==> config.mk <==
export PLATFORM = sky130hd
export DESIGN_NAME = proc_test_sequencer
export DESIGN_NICKNAME = d
export VERILOG_FILES = /design/src/rtl/proc_test_pkg.sv /design/src/rtl/seq_dump_reader.sv /design/src/rtl/proc_test_sequencer.sv
export SDC_FILE = /design/constraint.sdc
export NUM_CORES = 1
export LEC_CHECK = 0
export ABC_CLOCK_PERIOD_IN_PS = 7300
export CAP_MARGIN = 15
export CORE_MARGIN = 8
export CORE_UTILIZATION = 30
export CTS_CLUSTER_DIAMETER = 50
export DETAILED_ROUTE_END_ITERATION = 8
export PLACE_DENSITY = 0.54
export SLEW_MARGIN = 20
export SYNTH_ARGS = -nofsm -noshare
export SYNTH_HDL_FRONTEND = slang
export SYNTH_SLANG_ARGS = --single-unit
==> constraint.sdc <==
create_clock -name Clock -period 7.3 [get_ports Clock]
set_clock_uncertainty 0.1 [all_clocks]
set_input_delay 1.46 -clock Clock [delete_from_list [all_inputs] [get_ports Clock]]
set_output_delay 1.46 -clock Clock [all_outputs]
set_load 0.01 [all_outputs]
==> src/rtl/proc_test_pkg.sv <==
// Shared state encodings and default widths for the processor load/run/dump sequencer.
package proc_test_pkg;

  localparam int unsigned DefDataW = 32;
  localparam int unsigned DefAddrW = 8;
  localparam int unsigned DefCntW  = 16;

  typedef enum logic [2:0] {
    StIdle,
    StLoad,
    StRun,
    StDump,
    StDone
  } seq_state_e;

  typedef enum logic [1:0] {
    RdIdle,
    RdIssue,
    RdCapture,
    RdPresent
  } rd_state_e;

endpackage

==> src/rtl/seq_dump_reader.sv <==
// Walks every RAM address in order, captures the read data one cycle later and holds it
// on a valid/ready stream until the consumer accepts it.
module seq_dump_reader
  import proc_test_pkg::*;
#(
  parameter int unsigned DATA_W = DefDataW,
  parameter int unsigned ADDR_W = DefAddrW
) (
  input  logic              clk_i,
  input  logic              rst_i,
  input  logic              start_i,
  input  logic [DATA_W-1:0] mem_rdata_i,
  input  logic              dump_ready_i,
  output logic [ADDR_W-1:0] mem_addr_o,
  output logic [DATA_W-1:0] dump_data_o,
  output logic [ADDR_W-1:0] dump_addr_o,
  output logic              dump_valid_o,
  output logic              last_o
);

  localparam logic [ADDR_W:0] LastIdx = {1'b0, {ADDR_W{1'b1}}};
  localparam logic [ADDR_W:0] IdxOne  = {{ADDR_W{1'b0}}, 1'b1};

  rd_state_e         rd_state_d, rd_state_q;
  logic [ADDR_W:0]   idx_d, idx_q;
  logic [DATA_W-1:0] data_d, data_q;
  logic [ADDR_W-1:0] addr_d, addr_q;
  logic              valid_d, valid_q;
  logic              accept;

  assign accept = valid_q & dump_ready_i;

  always_comb begin
    rd_state_d = rd_state_q;
    idx_d      = idx_q;
    data_d     = data_q;
    addr_d     = addr_q;
    valid_d    = valid_q;
    last_o     = 1'b0;
    unique case (rd_state_q)
      RdIdle: begin
        if (start_i) begin
          rd_state_d = RdIssue;
          idx_d      = '0;
        end
      end
      RdIssue: rd_state_d = RdCapture;
      // Read data for the address issued last cycle is on mem_rdata_i now.
      RdCapture: begin
        data_d     = mem_rdata_i;
        addr_d     = idx_q[ADDR_W-1:0];
        valid_d    = 1'b1;
        rd_state_d = RdPresent;
      end
      RdPresent: begin
        if (accept) begin
          valid_d = 1'b0;
          if (idx_q == LastIdx) begin
            last_o     = 1'b1;
            rd_state_d = RdIdle;
          end else begin
            idx_d      = idx_q + IdxOne;
            rd_state_d = RdIssue;
          end
        end
      end
      default: rd_state_d = RdIdle;
    endcase
  end

  always_ff @(posedge clk_i) begin
    if (rst_i) begin
      rd_state_q <= RdIdle;
      idx_q      <= '0;
      data_q     <= '0;
      addr_q     <= '0;
      valid_q    <= 1'b0;
    end else begin
      rd_state_q <= rd_state_d;
      idx_q      <= idx_d;
      data_q     <= data_d;
      addr_q     <= addr_d;
      valid_q    <= valid_d;
    end
  end

  assign mem_addr_o   = idx_q[ADDR_W-1:0];
  assign dump_data_o  = data_q;
  assign dump_addr_o  = addr_q;
  assign dump_valid_o = valid_q;

endmodule

==> src/rtl/proc_test_sequencer.sv <==
// Load/run/dump sequencer: streams a program image into RAM with the core held in reset, runs
// the core for a cycle budget, then freezes it and streams every RAM word back out.
module proc_test_sequencer
  import proc_test_pkg::*;
#(
  parameter int unsigned DATA_W = DefDataW,
  parameter int unsigned ADDR_W = DefAddrW,
  parameter int unsigned CNT_W  = DefCntW
) (
  input  logic              Clock,
  input  logic              Reset,
  input  logic              Start,
  input  logic [CNT_W-1:0]  RunCycles,
  input  logic [ADDR_W:0]   LoadWords,
  input  logic [DATA_W-1:0] LoadData,
  input  logic              LoadValid,
  output logic              LoadReady,
  output logic              ProcReset,
  output logic              ProcEnable,
  output logic              MemWe,
  output logic [ADDR_W-1:0] MemAddr,
  output logic [DATA_W-1:0] MemWdata,
  input  logic [DATA_W-1:0] MemRdata,
  output logic [DATA_W-1:0] DumpData,
  output logic [ADDR_W-1:0] DumpAddr,
  output logic              DumpValid,
  input  logic              DumpReady,
  output logic              Busy,
  output logic              Done,
  output logic [CNT_W-1:0]  CycleCount
);

  localparam logic [ADDR_W:0]  DepthW  = {1'b1, {ADDR_W{1'b0}}};
  localparam logic [ADDR_W:0]  LoadOne = {{ADDR_W{1'b0}}, 1'b1};
  localparam logic [CNT_W-1:0] CntOne  = {{(CNT_W-1){1'b0}}, 1'b1};

  seq_state_e        state_d, state_q;
  logic [ADDR_W:0]   load_cnt_d, load_cnt_q;
  logic [ADDR_W:0]   load_tgt_d, load_tgt_q;
  logic [CNT_W-1:0]  budget_d, budget_q;
  logic [CNT_W-1:0]  cycle_cnt_d, cycle_cnt_q;
  logic              proc_reset_d, proc_reset_q;
  logic              proc_enable_d, proc_enable_q;
  logic              busy_d, busy_q;
  logic              done_d, done_q;

  logic              load_beat;
  logic              load_last;
  logic              run_last;
  logic              dump_start;
  logic              dump_last;
  logic [ADDR_W-1:0] rd_addr;

  assign LoadReady = (state_q == StLoad) && (load_cnt_q != load_tgt_q);
  assign load_beat = LoadReady & LoadValid;
  assign load_last = load_beat && ((load_cnt_q + LoadOne) == load_tgt_q);
  // A zero budget still spends one cycle in RUN, with the core left disabled.
  assign run_last  = (budget_q == '0) || (cycle_cnt_q == (budget_q - CntOne));

  always_comb begin
    state_d     = state_q;
    load_cnt_d  = load_cnt_q;
    load_tgt_d  = load_tgt_q;
    budget_d    = budget_q;
    cycle_cnt_d = cycle_cnt_q;
    dump_start  = 1'b0;
    unique case (state_q)
      StIdle, StDone: begin
        if (Start) begin
          state_d     = StLoad;
          load_cnt_d  = '0;
          load_tgt_d  = (LoadWords > DepthW) ? DepthW : LoadWords;
          budget_d    = RunCycles;
          cycle_cnt_d = '0;
        end
      end
      StLoad: begin
        if (load_beat) begin
          load_cnt_d = load_cnt_q + LoadOne;
        end
        if ((load_cnt_q == load_tgt_q) || load_last) begin
          state_d = StRun;
        end
      end
      StRun: begin
        if ((budget_q != '0) && (cycle_cnt_q != '1)) begin
          cycle_cnt_d = cycle_cnt_q + CntOne;
        end
        if (run_last) begin
          state_d    = StDump;
          dump_start = 1'b1;
        end
      end
      StDump: begin
        if (dump_last) begin
          state_d = StDone;
        end
      end
      default: state_d = StIdle;
    endcase

    proc_reset_d  = (state_d == StIdle) || (state_d == StLoad);
    proc_enable_d = (state_d == StRun) && (budget_d != '0);
    busy_d        = (state_d == StLoad) || (state_d == StRun) || (state_d == StDump);
    done_d        = (state_d == StDone);
  end

  always_ff @(posedge Clock) begin
    if (Reset) begin
      state_q       <= StIdle;
      load_cnt_q    <= '0;
      load_tgt_q    <= '0;
      budget_q      <= '0;
      cycle_cnt_q   <= '0;
      proc_reset_q  <= 1'b1;
      proc_enable_q <= 1'b0;
      busy_q        <= 1'b0;
      done_q        <= 1'b0;
    end else begin
      state_q       <= state_d;
      load_cnt_q    <= load_cnt_d;
      load_tgt_q    <= load_tgt_d;
      budget_q      <= budget_d;
      cycle_cnt_q   <= cycle_cnt_d;
      proc_reset_q  <= proc_reset_d;
      proc_enable_q <= proc_enable_d;
      busy_q        <= busy_d;
      done_q        <= done_d;
    end
  end

  seq_dump_reader #(
    .DATA_W(DATA_W),
    .ADDR_W(ADDR_W)
  ) u_dump_reader (
    .clk_i       (Clock),
    .rst_i       (Reset),
    .start_i     (dump_start),
    .mem_rdata_i (MemRdata),
    .dump_ready_i(DumpReady),
    .mem_addr_o  (rd_addr),
    .dump_data_o (DumpData),
    .dump_addr_o (DumpAddr),
    .dump_valid_o(DumpValid),
    .last_o      (dump_last)
  );

  // The RAM port is shared: load index while loading, reader address while dumping.
  always_comb begin
    MemWe    = load_beat;
    MemWdata = LoadData;
    MemAddr  = '0;
    if (state_q == StLoad) begin
      MemAddr = load_cnt_q[ADDR_W-1:0];
    end else if (state_q == StDump) begin
      MemAddr = rd_addr;
    end
  end

  assign ProcReset  = proc_reset_q;
  assign ProcEnable = proc_enable_q;
  assign Busy       = busy_q;
  assign Done       = done_q;
  assign CycleCount = cycle_cnt_q;

endmodule

==> results.tsv, run 1 <==
stage	metric	value	unit
setup_path	kind of end point of the critical path	output port	
clock_network	CTS tree	done	
drt	First DRT Iteration DRCs	280	
final_layout	fraction of layout cells with a size suffix above 1	4.44	%
final_layout	area occupied by multi-input gates	0.00310	mm²
power	Cell Pwr Density	212	mW/mm²
clock_network	CTS Hold Bufs	0	
min_path	Hold WC Path Type	flop to flop	
drt	vias	4928	
sta	final hold viol count	0	
power	Max VDD drop	0.122	mV
clock_network	H-tree levels	3	
synthesis	flop and latch count out of synthesis	109	
sta	RSZ-0062 raised after global routing	no	
drt	wire per inst	16.3	µm
synthesis	commonest cells in the netlist	dfxtp_1 (109), nor2_1 (99), nand2_1 (73), mux2i_1 (52), a21oi_1 (42)	
synthesis	ys async rst share	0	%
setup_path	Worst EP arrival	2640	ps
clock_network	post-CTS sizing	0	
sta	Tcrit/Tclk final	57.5	%
sta	f_max	238	MHz
clock_network	clk_lat worst skew	360	ps
synthesis	Post-Synthesis Net Count	781	
final_layout	final net count	864	
floorplan	overall die width	154	µm
synthesis	number of synthesized flops with an enable pin	0	
setup_path	startpoint types	input pin	
grt	Global Route Usage Sum	14.0	%
drt	via/cell ratio	4.93	
grt	first-pass GRT wire length	26800	µm
final_layout	ANT cells	0	
drt	final wirelength	16300	µm
floorplan	Die Ht	154	µm
floorplan	Ports	197	
drt	# DRC	0	
synthesis	xor/xnor share of the synthesized area	8.45	%
drt	Final ANT Viol Nets	0	
power	static leakage	2.49	nW
synthesis	Seq/Total Area, Yosys	38.3	%
synthesis	adder-cell share of the synthesized area	2.19	%
final_layout	utilization after layout	38.9	%
synthesis	Post-synth top flop	dfxtp_1	
sta	final setup TNS	0	ps
synthesis	post-synthesis cell count	677	
final_layout	fillers	1916	
place	Port Buffers	132	
setup_path	Critical Path RT	5740	ps
grt	largest net degree at the start of global routing	77	
floorplan	Initial Util	30.5	%
place	gpl congestion	0.831	
drt	First-pass DRT Iterations	5	
synthesis	post-synth top area share	38.3	%
synthesis	main combinational cell family by area after synthesis	simple AND/OR/NAND/NOR gates	
setup_path	worst-path fanout max	2	
floorplan	Rows	50	
flow_run	Max Cap Viol	0	
sta	Max Slew Vio Count	0	
synthesis	Cell Area, Synth	0.00570	mm²
synthesis	post-synthesis compound-gate area fraction	10.5	%
synthesis	count leader, synth	dfxtp_1	
sta	Final setup violation count	0	
synthesis	post-synthesis cell type count	61	
final_layout	area grow syn2layout	27.7	%
clock_network	CTS sink cnt	109	
grt	GRT overflow	0	
synthesis	mean post-synth cell area	8.42	µm²
sta	fin crit period	4200	ps
sta	slew at the pin closest to its max-slew limit	876	ps
floorplan	core area	0.0187	mm²
synthesis	Synth Area in Simple Gates	23.9	%
clock_network	postcts setup bufs	0	
synthesis	Synth area leaders	dfxtp_1 (38%), mux2i_1 (9.1%), nor2_1 (6.5%)	
grt	vias in the first global route	4906	
synthesis	YS warnings	0	
clock_network	clock transition at the registers of the reported paths	70	ps
synthesis	mux contribution to synthesized area	9.13	%
sta	Max transition margin	41.5	%
floorplan	DIE AREA	0.0237	mm²
status	status	completed	
clock_network	Root Buffer	clkbuf_16	
sta	hold slack final	376	ps
place	post-DP HPWL	12100	µm
final_layout	Seq. cell area	0.00218	mm²
synthesis	most area-hungry cell type in the Yosys netlist	dfxtp_1	
clock_network	CTS buffer count	9	
setup_path	Crit Path Category	input pin to output port	
grt	initial antenna violation count	0	
clock_network	clk buf depth	2	
==> final timing paths <==
kind	startpoint	endpoint	slack, ps	cells after the start
hold / removal	load_tgt_q[8]	load_tgt_q[8]	380	2
setup reg to reg	budget_q[0]	ProcEnable	3920	10
setup / recovery	LoadValid	MemWe	3100	4
hold reg to reg	load_tgt_q[8]	load_tgt_q[8]	380	2
==> cells by family (layout without fill, tap and decap cells) <==
kind of cell / count (synthesis) / count (layout)
buffers and inverters: 78 / 166
flip-flops: 109 / 109
AND/OR/NAND/NOR: 277 / 277
AO/OA/AOI/OAI: 96 / 96
adder cells (fa/ha/maj): 10 / 10
multiplexers: 52 / 52
XOR/XNOR: 55 / 55
==> placed cells by master, fill, tap and decap left out, types with 3 or more instances in the layout <==
cell type        count
o22ai_1              3
nor4_1              12
buf_4                4
xnor2_1             29
or3_1               12
and3_1               8
clkbuf_16            9
mux2i_1             52
or4_1                3
o21ai_1              3
nand3b_1             9
nand3_1             20
clkdlybuf4s50_1    131
a32o_1               3
nand2_1             73
xor2_1              26
o21ai_0             13
ha_1                 9
inv_1               14
nand4_1              6
nor3_1               8
nand2b_1             4
or4_4                4
nor2_1              99
a31oi_1              4
a21oi_1             42
dfxtp_1            109
and2_1               3
and4_1               5
==> routing by layer <==
layer / wire [µm] / global-route usage, % / vias up
met5: 0 / 0 / -
met4: 246 / 4.39 / 0
met3: 1820 / 7.01 / 20
met2: 7140 / 21.2 / 172
met1: 7060 / 17.1 / 2267
li1: - / - / 2469
==> critical path, cell delays in order <==
cell,delay [ps]
clkdlybuf4s50_1,470
nand2_1,70
nor2_1,100
clkdlybuf4s50_1,540
==> final cells by class <==
class	instances	area share, %
multi-input combinational	490	42.5
inverter	14	0.722
tap	234	4.02
sequential	109	30.0
clock inverter	6	0.963
clock buffer	10	3.28
timing repair buffer	136	18.5
==> power breakdown <==
group	leakage, nW	total (mW)	switching [mW]	internal, mW
clock	0.153	0.516	0.237	0.279
sequential	0.882	0.668	0.0426	0.625
combinational	1.46	0.362	0.198	0.164
==> metrics by stage <==
step / area [µm²] / std cells / total power [mW] / setup slack (ps)
floorplan: 5700 / 677 / 0.930 / 4070
global placement: 6970 / 983 / 1.05 / 3090
detailed placement: 6970 / 983 / 1.04 / 3090
CTS: 7280 / 999 / 1.57 / 3080
global route: 7280 / 999 / 1.64 / 3030
finish: 7280 / 999 / 1.55 / 3100
==> state kept, by name (all words and copies together), names as in the netlist <==
name and flops:
u_dump_reader.dump_addr_o 8, budget_q 16, ProcReset 1, u_dump_reader.idx_q 9, CycleCount 16, state_q 3, Busy 1, Done 1
load_cnt_q 9, ProcEnable 1, u_dump_reader.dump_valid_o 1, u_dump_reader.rd_state_q 2, u_dump_reader.dump_data_o 32, load_tgt_q 9
(Power assumes the default switching activity.)
==> run 2, diff against run 1 <==
--- a/config.mk
+++ b/config.mk
@@ -5,13 +5,13 @@
 export SDC_FILE = /design/constraint.sdc
 export NUM_CORES = 1
 export LEC_CHECK = 0
-export ABC_CLOCK_PERIOD_IN_PS = 7300
+export ABC_CLOCK_PERIOD_IN_PS = 3700
 export CAP_MARGIN = 15
 export CORE_MARGIN = 8
 export CORE_UTILIZATION = 30
 export CTS_CLUSTER_DIAMETER = 50
 export DETAILED_ROUTE_END_ITERATION = 8
-export PLACE_DENSITY = 0.54
+export PLACE_DENSITY = 0.56
 export SLEW_MARGIN = 20
 export SYNTH_ARGS = -nofsm -noshare
 export SYNTH_HDL_FRONTEND = slang
==> constraint.sdc (replaced) <==
create_clock -name Clock -period 3.7 [get_ports Clock]
set_clock_uncertainty 0.1 [all_clocks]
set_input_delay 0.74 -clock Clock [delete_from_list [all_inputs] [get_ports Clock]]
set_output_delay 0.74 -clock Clock [all_outputs]
set_load 0.01 [all_outputs]
==> results.tsv, run 2 (synthesis results as in run 1) <==
stage	metric	value	unit	change
status	status	completed		
sta	RSZ-0062 raised after global routing	no		
power	switch share	30.4	%	-0.47 points
setup_path	slowest stage cell on the critical path	or4_4		
setup_path	worst-path fanout max	7		+5
floorplan	Ports	197		unchanged
place	Port Buffers	132		unchanged
flow_run	Max Cap Viol	0		unchanged
setup_path	startpoint types	flop		
grt	GRT overflow	0		unchanged
sta	slew at the pin closest to its max-slew limit	820	ps	-56.4 ps
final_layout	leading cell types in the layout, fill and taps excluded	clkdlybuf4s50_1 (131), dfxtp_1 (109), nor2_1 (99)		
place	gpl congestion	0.815		-1.8%
final_layout	area occupied by multi-input gates	0.00310	mm²	unchanged
place	post-placement cell area	0.00701	mm²	+0.54%
final_layout	utilization after layout	39.1	%	+0.15 points
grt	initial antenna violation count	0		unchanged
sta	final setup TNS	0	ps	unchanged
power	P_sw	924	µW	+93%
final_layout	most common cell after layout, fill and taps aside	clkdlybuf4s50_1		
final_layout	Non-Filler Cell Area, Final	0.00731	mm²	+0.38%
setup_path	Crit Path Category	flop to flop		
final_layout	final net count	869		+0.58%
power	logic gate share of total power	24.0	%	+0.6 points
grt	met1 usage	16.4	%	-0.61 points
floorplan	overall die width	154	µm	unchanged
clock_network	H-tree levels	3		unchanged
clock_network	clock transition at the registers of the reported paths	70	ps	about the same
clock_network	post-CTS sizing	0		unchanged
setup_path	Worst EP arrival	3480	ps	+840 ps
drt	via/cell ratio	4.94		+0.15%
grt	routing usage on met3	7.26	%	+0.25 points
final_layout	fraction of layout cells with a size suffix above 1	4.94	%	+0.50 points
drt	First DRT Iteration DRCs	245		-13%
sta	f_max	303	MHz	
drt	Final ANT Viol Nets	0		unchanged
drt	vias	4955		+0.55%
setup_path	r2r setup slk	400	ps	-3520 ps
setup_path	crit-path cells	inv_1 > ha_1 > nor3b_2 > a311oi_1 > a41oi_1 > or4_4 > nor4_4 > o21ai_2 > or3_1 > a21oi_1		
floorplan	Rows	50		unchanged
place	placed cell count	988		+0.51%
clock_network	CTS sink cnt	109		unchanged
final_layout	area grow syn2layout	28.2	%	
drt	final wirelength	16300	µm	+0.41%
sta	Final WS setup	396	ps	-2700 ps
clock_network	clk_lat worst skew	350	ps	about the same
grt	largest net degree at the start of global routing	31		-60%
clock_network	clk buf depth	2		unchanged
sta	Max Slew Vio Count	0		unchanged
clock_network	CTS Hold Bufs	0		unchanged
floorplan	core area	0.0187	mm²	unchanged
clock_network	postcts setup bufs	0		unchanged
place	post-DP HPWL	12300	µm	+1.8%
power	clock network fraction of total power	32.8	%	-0.6 points
drt	wire per inst	16.3	µm	about the same
grt	layer with the highest usage	met2		
clock_network	Root Buffer	clkbuf_16		
final_layout	post-route insts no fill	1003		+0.40%
sta	Max transition margin	45.3	%	+3.8 points
setup_path	largest stage delay on the critical path	580	ps	+40 ps
setup_path	kind of end point of the critical path	flop		
setup_path	Critical Path RT	3870	ps	-1870 ps
grt	GR Util met2	20.9	%	-0.25 points
sta	fin crit period	3300	ps	
power	static leakage	2.51	nW	+0.81%
final_layout	Seq. cell area	0.00218	mm²	unchanged
drt	# DRC	0		unchanged
floorplan	Initial Util	30.5	%	unchanged
final_layout	ANT cells	0		unchanged
sta	Final setup violation count	0		unchanged
drt	First-pass DRT Iterations	4		-1
grt	first-pass GRT wire length	26200	µm	-1.9%
grt	Global Route Usage Sum	13.7	%	-0.28 points
floorplan	Die Ht	154	µm	unchanged
power	Pint	2.11	mW	+98%
clock_network	CTS tree	done		
floorplan	DIE AREA	0.0237	mm²	unchanged
sta	Tcrit/Tclk final	89.3	%	
power	Cell Pwr Density	416	mW/mm²	+96%
power	sequential power share	43.3	%	about the same
clock_network	CTS buffer count	9		unchanged
final_layout	max FFs per register	32		unchanged
power	Max VDD drop	0.220	mV	+80%
sta	final hold viol count	0		unchanged
min_path	Hold WC Path Type	flop to flop		
place	pre-CTS setup slack	462	ps	-2620 ps
final_layout	fillers	1922		+0.31%
grt	vias in the first global route	4881		-0.51%
## run 2: cell count changes in the layout (fill, tap and decap cells not counted), sizes merged
cell | previous run | this run
buf | 5 | 10
inv | 16 | 15
## run 2: area by class of cell
| cell class | count | area share, % |
|---|---|---|
| Timing Repair Buffer | 141 | 18.9 |
| Clock inverter | 5 | 0.822 |
| Sequential cell | 109 | 29.9 |
| Inverter | 14 | 0.719 |
| Multi-Input combinational cell | 490 | 42.4 |
| Tap cell | 234 | 4.01 |
| Clock buffer | 10 | 3.27 |
## run 2: critical path, delay by kind of cell (launching register included)
family,cells,cell delay (ps)
fa+ha+maj,1,260
flops,1,490
buf+inv,1,130
compound gates,4,680
simple gates,4,1570
## run 2: power by group through the flow
stage	combinational [mW]	sequential, mW	clock [mW]
4_1_cts	0.733	1.31	1.04
3_5_place_dp	0.729	1.34	0
6_report	0.728	1.31	0.996
3_3_place_gp	0.729	1.34	0
5_1_grt	0.805	1.33	1.08
2_1_floorplan	0.522	1.31	0
## run 2: path summary, 6_finish.rpt
path,startpoint,to,depth (start not counted)
hold / removal,u_dump_reader.idx_q[8],u_dump_reader.idx_q[8],1
hold reg to reg,u_dump_reader.idx_q[8],u_dump_reader.idx_q[8],1
setup / recovery,budget_q[0],u_dump_reader.idx_q[7],10
setup reg to reg,budget_q[0],u_dump_reader.idx_q[7],10
## run 2: per-layer routing
| layer | vias to the layer above | share of wire [%] |
|---|---|---|
| li1 | 2486 | - |
| met1 | 2290 | 43 |
| met2 | 160 | 44 |
| met3 | 19 | 11 |
| met4 | 0 | 1.4 |
| met5 | - | 0 |
## run 2: stage by stage
stage	hold WS [ps]	power (mW)
finish	374	3.04
global route	390	3.21
CTS	380	3.08
detailed placement	365	2.07
global placement	355	2.07
floorplan	342	1.83
